## src/rtl/mix_columns_iter.sv

```systemverilog
`default_nettype none
`timescale 1ns/1ps
// ============================================================================
// mix_columns_iter : iterative AES (Inv)MixColumns with final-round bypass
// Revision: 1.0
// ============================================================================
module mix_columns_iter #(
    parameter int COLS_PER_CYCLE = 1
) (
    input  logic         clk_i,
    input  logic         rst_ni,
    input  logic         valid_i,
    output logic         ready_o,
    input  logic [127:0] data_i,
    input  logic         inv_i,
    input  logic         bypass_i,
    output logic         valid_o,
    input  logic         ready_i,
    output logic [127:0] data_o
);

    localparam logic [1:0] S_IDLE = 2'd0;
    localparam logic [1:0] S_BUSY = 2'd1;
    localparam logic [1:0] S_DONE = 2'd2;
    localparam logic [2:0] C_STEP = 3'(COLS_PER_CYCLE);

    generate
        if (!(COLS_PER_CYCLE == 1 || COLS_PER_CYCLE == 2 || COLS_PER_CYCLE == 4)) begin : g_bad_cols
            $error("mix_columns_iter: COLS_PER_CYCLE must be 1, 2 or 4");
        end
    endgenerate

    function automatic logic [7:0] xtime(input logic [7:0] b);
        return {b[6:0], 1'b0} ^ (b[7] ? 8'h1B : 8'h00);
    endfunction

    // k[i][j] = i-th circulant coefficient times byte j; row r uses k[(j-r)&3][j]
    function automatic logic [31:0] mix_column(input logic [31:0] col, input logic inv);
        logic [7:0] a  [4];
        logic [7:0] x2 [4];
        logic [7:0] x4 [4];
        logic [7:0] x8 [4];
        logic [7:0] k  [4][4];
        logic [7:0] acc;
        logic [31:0] res;
        res = 32'h0;
        for (int j = 0; j < 4; j++) begin
            a[j]  = col[31-8*j -: 8];
            x2[j] = xtime(a[j]);
            x4[j] = xtime(x2[j]);
            x8[j] = xtime(x4[j]);
            k[0][j] = inv ? (x8[j] ^ x4[j] ^ x2[j]) : x2[j];
            k[1][j] = inv ? (x8[j] ^ x2[j] ^ a[j])  : (x2[j] ^ a[j]);
            k[2][j] = inv ? (x8[j] ^ x4[j] ^ a[j])  : a[j];
            k[3][j] = inv ? (x8[j] ^ a[j])          : a[j];
        end
        for (int r = 0; r < 4; r++) begin
            acc = 8'h00;
            for (int j = 0; j < 4; j++) begin
                acc = acc ^ k[(j - r) & 3][j];
            end
            res[31-8*r -: 8] = acc;
        end
        return res;
    endfunction

    logic [1:0]   r_state;
    logic [127:0] r_data;
    logic [2:0]   r_col;
    logic         r_inv;
    logic         r_bypass;
    logic [2:0]   w_col_next;
    logic [127:0] w_data_busy;
    logic         w_accept;

    assign w_col_next = r_col + C_STEP;
    assign ready_o    = (r_state == S_IDLE) || ((r_state == S_DONE) && ready_i);
    assign w_accept   = valid_i && ready_o;
    assign valid_o    = (r_state == S_DONE);
    assign data_o     = r_data;

    genvar c;
    generate
        for (c = 0; c < 4; c++) begin : g_col
            logic w_active;
            assign w_active = !r_bypass && (3'(c) >= r_col) && (3'(c) < w_col_next);
            assign w_data_busy[127-32*c -: 32] = w_active ?
                mix_column(r_data[127-32*c -: 32], r_inv) : r_data[127-32*c -: 32];
        end
    endgenerate

    always_ff @(posedge clk_i) begin
        if (!rst_ni) begin
            r_state  <= S_IDLE;
            r_data   <= '0;
            r_col    <= '0;
            r_inv    <= 1'b0;
            r_bypass <= 1'b0;
        end else if (w_accept) begin
            // covers both IDLE accept and the back-to-back accept out of DONE
            r_data   <= data_i;
            r_inv    <= inv_i;
            r_bypass <= bypass_i;
            r_col    <= '0;
            r_state  <= bypass_i ? S_DONE : S_BUSY;
        end else begin
            case (r_state)
                S_IDLE: ;
                S_BUSY: begin
                    r_data <= w_data_busy;
                    r_col  <= w_col_next;
                    if (w_col_next == 3'd4) begin
                        r_state <= S_DONE;
                    end
                end
                S_DONE: begin
                    if (ready_i) begin
                        r_state <= S_IDLE;
                    end
                end
                default: r_state <= S_IDLE;
            endcase
        end
    end

endmodule
`default_nettype wire

```

## config.mk

```make
export PLATFORM = sky130hd
export DESIGN_NAME = mix_columns_iter
export DESIGN_NICKNAME = d
export VERILOG_FILES = /design/src/rtl/mix_columns_iter.sv
export SDC_FILE = /design/constraint.sdc
export NUM_CORES = 1
export LEC_CHECK = 0
export BUFFER_PORTS_ARGS = -buffer_cell sky130_fd_sc_hd__buf_2
export CAP_MARGIN = 15
export CORE_MARGIN = 3
export CORE_UTILIZATION = 58
export DETAILED_ROUTE_END_ITERATION = 8
export PLACE_DENSITY = 0.83
export SKIP_LAST_GASP = 1
export SLEW_MARGIN = 25
export SYNTH_ARGS = -nofsm -noshare
export SYNTH_HDL_FRONTEND = slang
export SYNTH_SLANG_ARGS = --single-unit
export TNS_END_PERCENT = 10
```

## constraint.sdc

```tcl
create_clock -name clk_i -period 2.9 [get_ports clk_i]
set_input_delay 0.145 -clock clk_i [delete_from_list [all_inputs] [get_ports clk_i]]
set_output_delay 0.145 -clock clk_i [all_outputs]
set_load 0.05 [all_outputs]
```

-- After elaboration in Yosys (flattened, before gate mapping)
Cells that the tools add are included.
- register bits: 135
- input bits: 134
- output and inout port bits: 130
- word-level logic and storage cells: 379
- add/subtract/negate cells: 1
- $lt $le $gt $ge: 8
- equality and inequality tests: 6
- multiplexer cells: 123
- bitwise gates (word level): 209
- reductions and logical operators: 24
- operators by type and width (cell ; number):
    bitwise XOR 8 bit ; 160
    2-to-1 mux 8 bit ; 64
    bitwise XOR 8 x 5 -> 8 bit ; 48
    2-to-1 mux 128 bit ; 2
    2-to-1 mux 5 bit ; 48
    2-to-1 mux 32 bit ; 4
    logical AND 1 bit ; 10
    nonzero test 2 bit ; 5
    2-to-1 mux 2 bit ; 4
    AND reduction 2 bit ; 4
    >= comparator 1 x 3 -> 1 bit (first input constant) ; 2
    >= comparator 2 x 3 -> 1 bit (first input constant) ; 2
    less-than comparator 1 x 3 -> 1 bit (first input constant) ; 2
    less-than comparator 2 x 3 -> 1 bit (first input constant) ; 2
    one-hot mux 2 bit (3 select lines) ; 1
    adder 3 x 1 -> 3 bit (second input constant) ; 1
    equality test 3 bit (second input constant) ; 1
    inequality test 3 x 1 -> 1 bit (second input constant) ; 1
    inequality test 3 bit (second input constant) ; 1
    AND reduction 3 bit ; 1
    equality test 2 x 1 -> 1 bit (second input constant) ; 1
    equality test 2 bit (second input constant) ; 1
    zero test 2 bit ; 1
    inequality test 2 bit (second input constant) ; 1
    4 further kinds ; 4

-- Longest topological paths before layout
- word-level depth: 15
- mapped depth: 11
- depth with buffers taken out: 9

-- Worst setup path after synthesis
Ideal clock, no wire load.
- path kind: register -> register
- start: register r_data[37] (netlist: data_o[37])
- end: register r_data[52] (netlist: data_o[52])
- library setup time: 123 ps
- data arrival time: 2698 ps
- data required time: 2777 ps
- path slack: 79 ps
- stages on the path, launching flop included: 10
- buffers on the path: 1
- clock period less this slack: 2821 ps
- path through: dfxtp_1 > buf_6 > xor3_2 > xnor3_1 > xnor3_1 > nand2_1 > xnor2_2 > xnor2_1 > a221oi_1 > nor2b_1
- longest elaborated chain between the ends: 11
- ends and longest elaborated chain (what ; RTL line ; text):
    from (decl) ; 68 ; logic [127:0] r_data;
    from (signal assigned) ; 101 ; r_data <= data_i;
    from (signal assigned) ; 110 ; r_data <= w_data_busy;
    bitwise XOR 8 x 5 -> 8 bit (2 in series) ; 34 ; return {b[6:0], 1'b0} ^ (b[7] ? 8'h1B : 8'h00);
    2-to-1 mux 5 bit ; 34 ;
    bitwise XOR 8 x 5 -> 8 bit ; 34 ;
    bitwise XOR 8 bit (2 in series) ; 54 ; k[2][j] = inv ? (x8[j] ^ x4[j] ^ a[j]) : a[j];
    2-to-1 mux 8 bit ; 54 ;
    bitwise XOR 8 bit ; 60 ; acc = acc ^ k[(j - r) & 3][j];
    2-to-1 mux 32 bit ; 87 ; assign w_data_busy[127-32*c -: 32] = w_active ?
    2-to-1 mux 128 bit ; 107 ; case (r_state)
    2-to-1 mux 128 bit ; 99 ; end else if (w_accept) begin
Every way passes these cells. The select of a mux whose other input is x is not followed.
A chain may end at the register's enable or synchronous reset.

-- Worst setup path after layout
- start: register r_data[45] (netlist: data_o[45])
- end: register r_data[52] (netlist: data_o[52])
- longest elaborated chain between the ends: 12
- ends and longest elaborated chain (what ; RTL line ; text):
    bitwise XOR 8 x 5 -> 8 bit (2 in series) ; 34 ;
    2-to-1 mux 5 bit ; 34 ;
    bitwise XOR 8 x 5 -> 8 bit ; 34 ;
    bitwise XOR 8 bit (2 in series) ; 53 ; k[1][j] = inv ? (x8[j] ^ x2[j] ^ a[j]) : (x2[j] ^ a[j]);
    2-to-1 mux 8 bit ; 53 ;
    bitwise XOR 8 bit (2 in series) ; 60 ;
    2-to-1 mux 32 bit ; 87 ;
    2-to-1 mux 128 bit ; 107 ;
    2-to-1 mux 128 bit ; 99 ;
Every way passes these cells. The select of a mux whose other input is x is not followed.

==> flow_summary.ini <==
[run_status]
outcome = complete, no violations

[floorplanning]
die_h_um = 160.6
dieWidth_um = 160.6
start_util = 0.6010
rows = 55
io_pins = 264
dieArea_mm2 = 0.02578
placeableCoreArea_mm2 = 0.02305

[clocking]
cts_root_buf = clkbuf_16
cts_buffers = 17
cts_tree = done
clock_latency_ps = 420
cts.htree.levels = 4
post_cts_buffers = 0
clk_pin_slew_ps = 60
cts.path.max_buffers = 2
cts.sinks = 135

[sta]
finalSetupTns_ps = 0
slew_headroom = 0.4107
post-route-period-util = 0.9111
slew_violations = 0
clock.fmax_ghz = 0.3785
worst_slew_pin_slew_ps = 882.9
fin_crit_ps = 2642
rsz0062_at_grt = false
skew_ps = 20.71
setup_viol = 0
hold_viol_final = 0

[routing]
routedLengthMet1_um = 17460
wl_per_cell_um = 18.64
dr.max_layer_used = met4
drc_errors = 0
dr.pass1.iters = 6
wirelength_um = 40460
vias_per_cell = 5.515
met2_wirelength_um = 19270
drt_iter0_drc = 961
routed-wl-met3_um = 2627
num_vias = 11970
route.antenna.remaining_nets = 0

[placed_design]
port_buffers = 263
post-dp-hpwl_um = 29390
place_congestion = 0.9409
placed_cell_area_mm2 = 0.01547

[cells_and_area]
fin_nets = 1983
area_growth_pct = 18.68
postLayoutCellArea_mm2 = 0.01644
layout_commonest_cell = xnor2_1
seq_area_mm2 = 0.002706
multiInputGateArea_mm2 = 0.01047
fill_cells = 1747
final_cell_mix = xnor2_1 (523), buf_2 (262), xor2_1 (166)
drive_above_1_share = 0.2056
diodes = 0

[setup_path]
cp-start-kind = flop
required_ps = 3190
crit_top_cell = xnor3_1
worst_ep_arrival_time_ps = 2930
critPathCaptureType = flop
crit_buf_inv = 0
crit_slowest_cell = dfxtp_1
cp_cell_sequence = xor3_1, xnor3_1, xnor3_1, nand2_1, xnor2_2, xnor2_1, a221oi_1, nor2b_1
crit_family = XOR/XNOR gates
critPathMaxStageDelay_ps = 560
r2r_slack_ps = 260
critPathKind = reg2reg
crit_fanout = 6

[pwr]
power_leakage_nw = 6.622
power.density_mw_per_mm2 = 678.3
vdd_drop_max_mv = 0.4320

[synthesis]
syn_avg_cell_area_um2 = 8.573
syn-num-nets = 1754
synthesis.area_mm2 = 0.01385
syn_inst = 1616
synthArstFlopShare = 0
seq_area_frac_synth = 0.1951
yosysWarningCount = 0
synth_cell_types = 48
ys_ff_latch = 135
synth_top_flop_cell = dfxtp_1
synth-edff-count = 0

[global_routing]
grt_pass1_wl_um = 64460
grt_max_degree = 78
grt_pass1_vias = 12130
grt_usage = 0.3065
antenna_found_initial = 0
overflow = 0

[worst_hold_path]
worst_hold_path_type = in2reg

[flow_run]
max_cap_viol_count = 0
per-layer routing:
layer / vias to the layer above / global-route usage
met2: 488 / 0.5133
met4: 0 / 0.09546
met3: 95 / 0.05236
li1: 5684 / -
met5: - / 0
met1: 5705 / 0.4039
what timing repair did:
| action | in CTS | in global routing |
|---|---|---|
| resized for setup | 0 | 1 |
| endpoints found under the hold margin | 40 | 1 |
| endpoints found under the setup margin | 0 | 5 |
| hold buffers | 40 | 1 |
final timing paths:
check | from | to | cells after the start
min reg2reg | r_bypass | r_bypass | 2
min | data_i[104] | data_o[104] | 3
max reg2reg | data_o[45] | data_o[52] | 8
max | data_o[45] | data_o[52] | 8
worst min-delay path: cells and delay by family:
| family | cells | cell delay, ps |
|---|---|---|
| AND/OR/NAND/NOR | 1 | 110 |
| buffers and inverters | 1 | 80 |
| AO/OA/AOI/OAI | 1 | 50 |
area by class of cell:
class                   count  share of cell area
clock buffers              22             0.02953
flip-flops and latches    135              0.1646
inverters                   5            0.001141
multi-input cells        1311              0.6368
well taps                 313             0.02382
repair buffers            375              0.1399
clock inverters            10            0.004261
metrics by stage:
stage	setup slack (ps)	power, mW	hold WS [ps]	util	cells
floorplan	79.03	7.721	270.8	-	1616
global placement	340.2	8.831	371.4	0.6711	2098
detailed placement	205.6	8.950	366.4	0.6712	2098
CTS	195.1	11.14	0.1024	0.7127	2170
global route	71.51	11.77	9.301	0.7132	2171
finish	257.7	11.15	2.189	0.7132	2171
synth_stat cells, types with 10 or more instances:
master    count  area, um2
a211oi_1     28      210.2
a21boi_0     19      142.6
a21oi_1      60      300.3
a22o_1       13      113.9
a22oi_1      56      420.4
and2_1       26      162.7
buf_1        10      37.54
buf_2        42      210.2
clkbuf_1    109      409.1
dfxtp_1     135       2703
mux2i_1      23      230.2
nand2_1     119      446.7
nand3_1      18      90.09
nor2_1       59      221.5
nor2b_1      37      231.5
o21ai_0      55      275.3
xnor2_1     523       4581
xnor3_1      34      765.7
xor2_1      166       1454
cell families (layout without fill, tap and decap cells):
kind of cell | Yosys count | after routing | synth area share
xor+xnor | 740 | 740 | 0.5171
simple gates | 283 | 283 | 0.09428
compound gates | 261 | 261 | 0.1221
buf+inv | 170 | 412 | 0.05121
flops | 135 | 135 | 0.1951
mux | 23 | 23 | 0.01662
fa+ha+maj | 4 | 4 | 0.003613
state kept, by name, summed over array words and instances (netlist names):
| name | flops |
|---|---|
| r_inv | 1 |
| r_col | 3 |
| r_state | 2 |
| data_o | 128 |
| r_bypass | 1 |
where the power goes:
| part | leakage, nW | internal (mW) | switching (mW) |
|---|---|---|---|
| clock | 0.271 | 1.19 | 0.900 |
| sequential | 1.11 | 2.02 | 0.351 |
| combinational | 5.24 | 3.26 | 3.43 |
| total | 6.62 | 6.47 | 4.68 |
No activity file was read; power rests on OpenSTA's default activity.
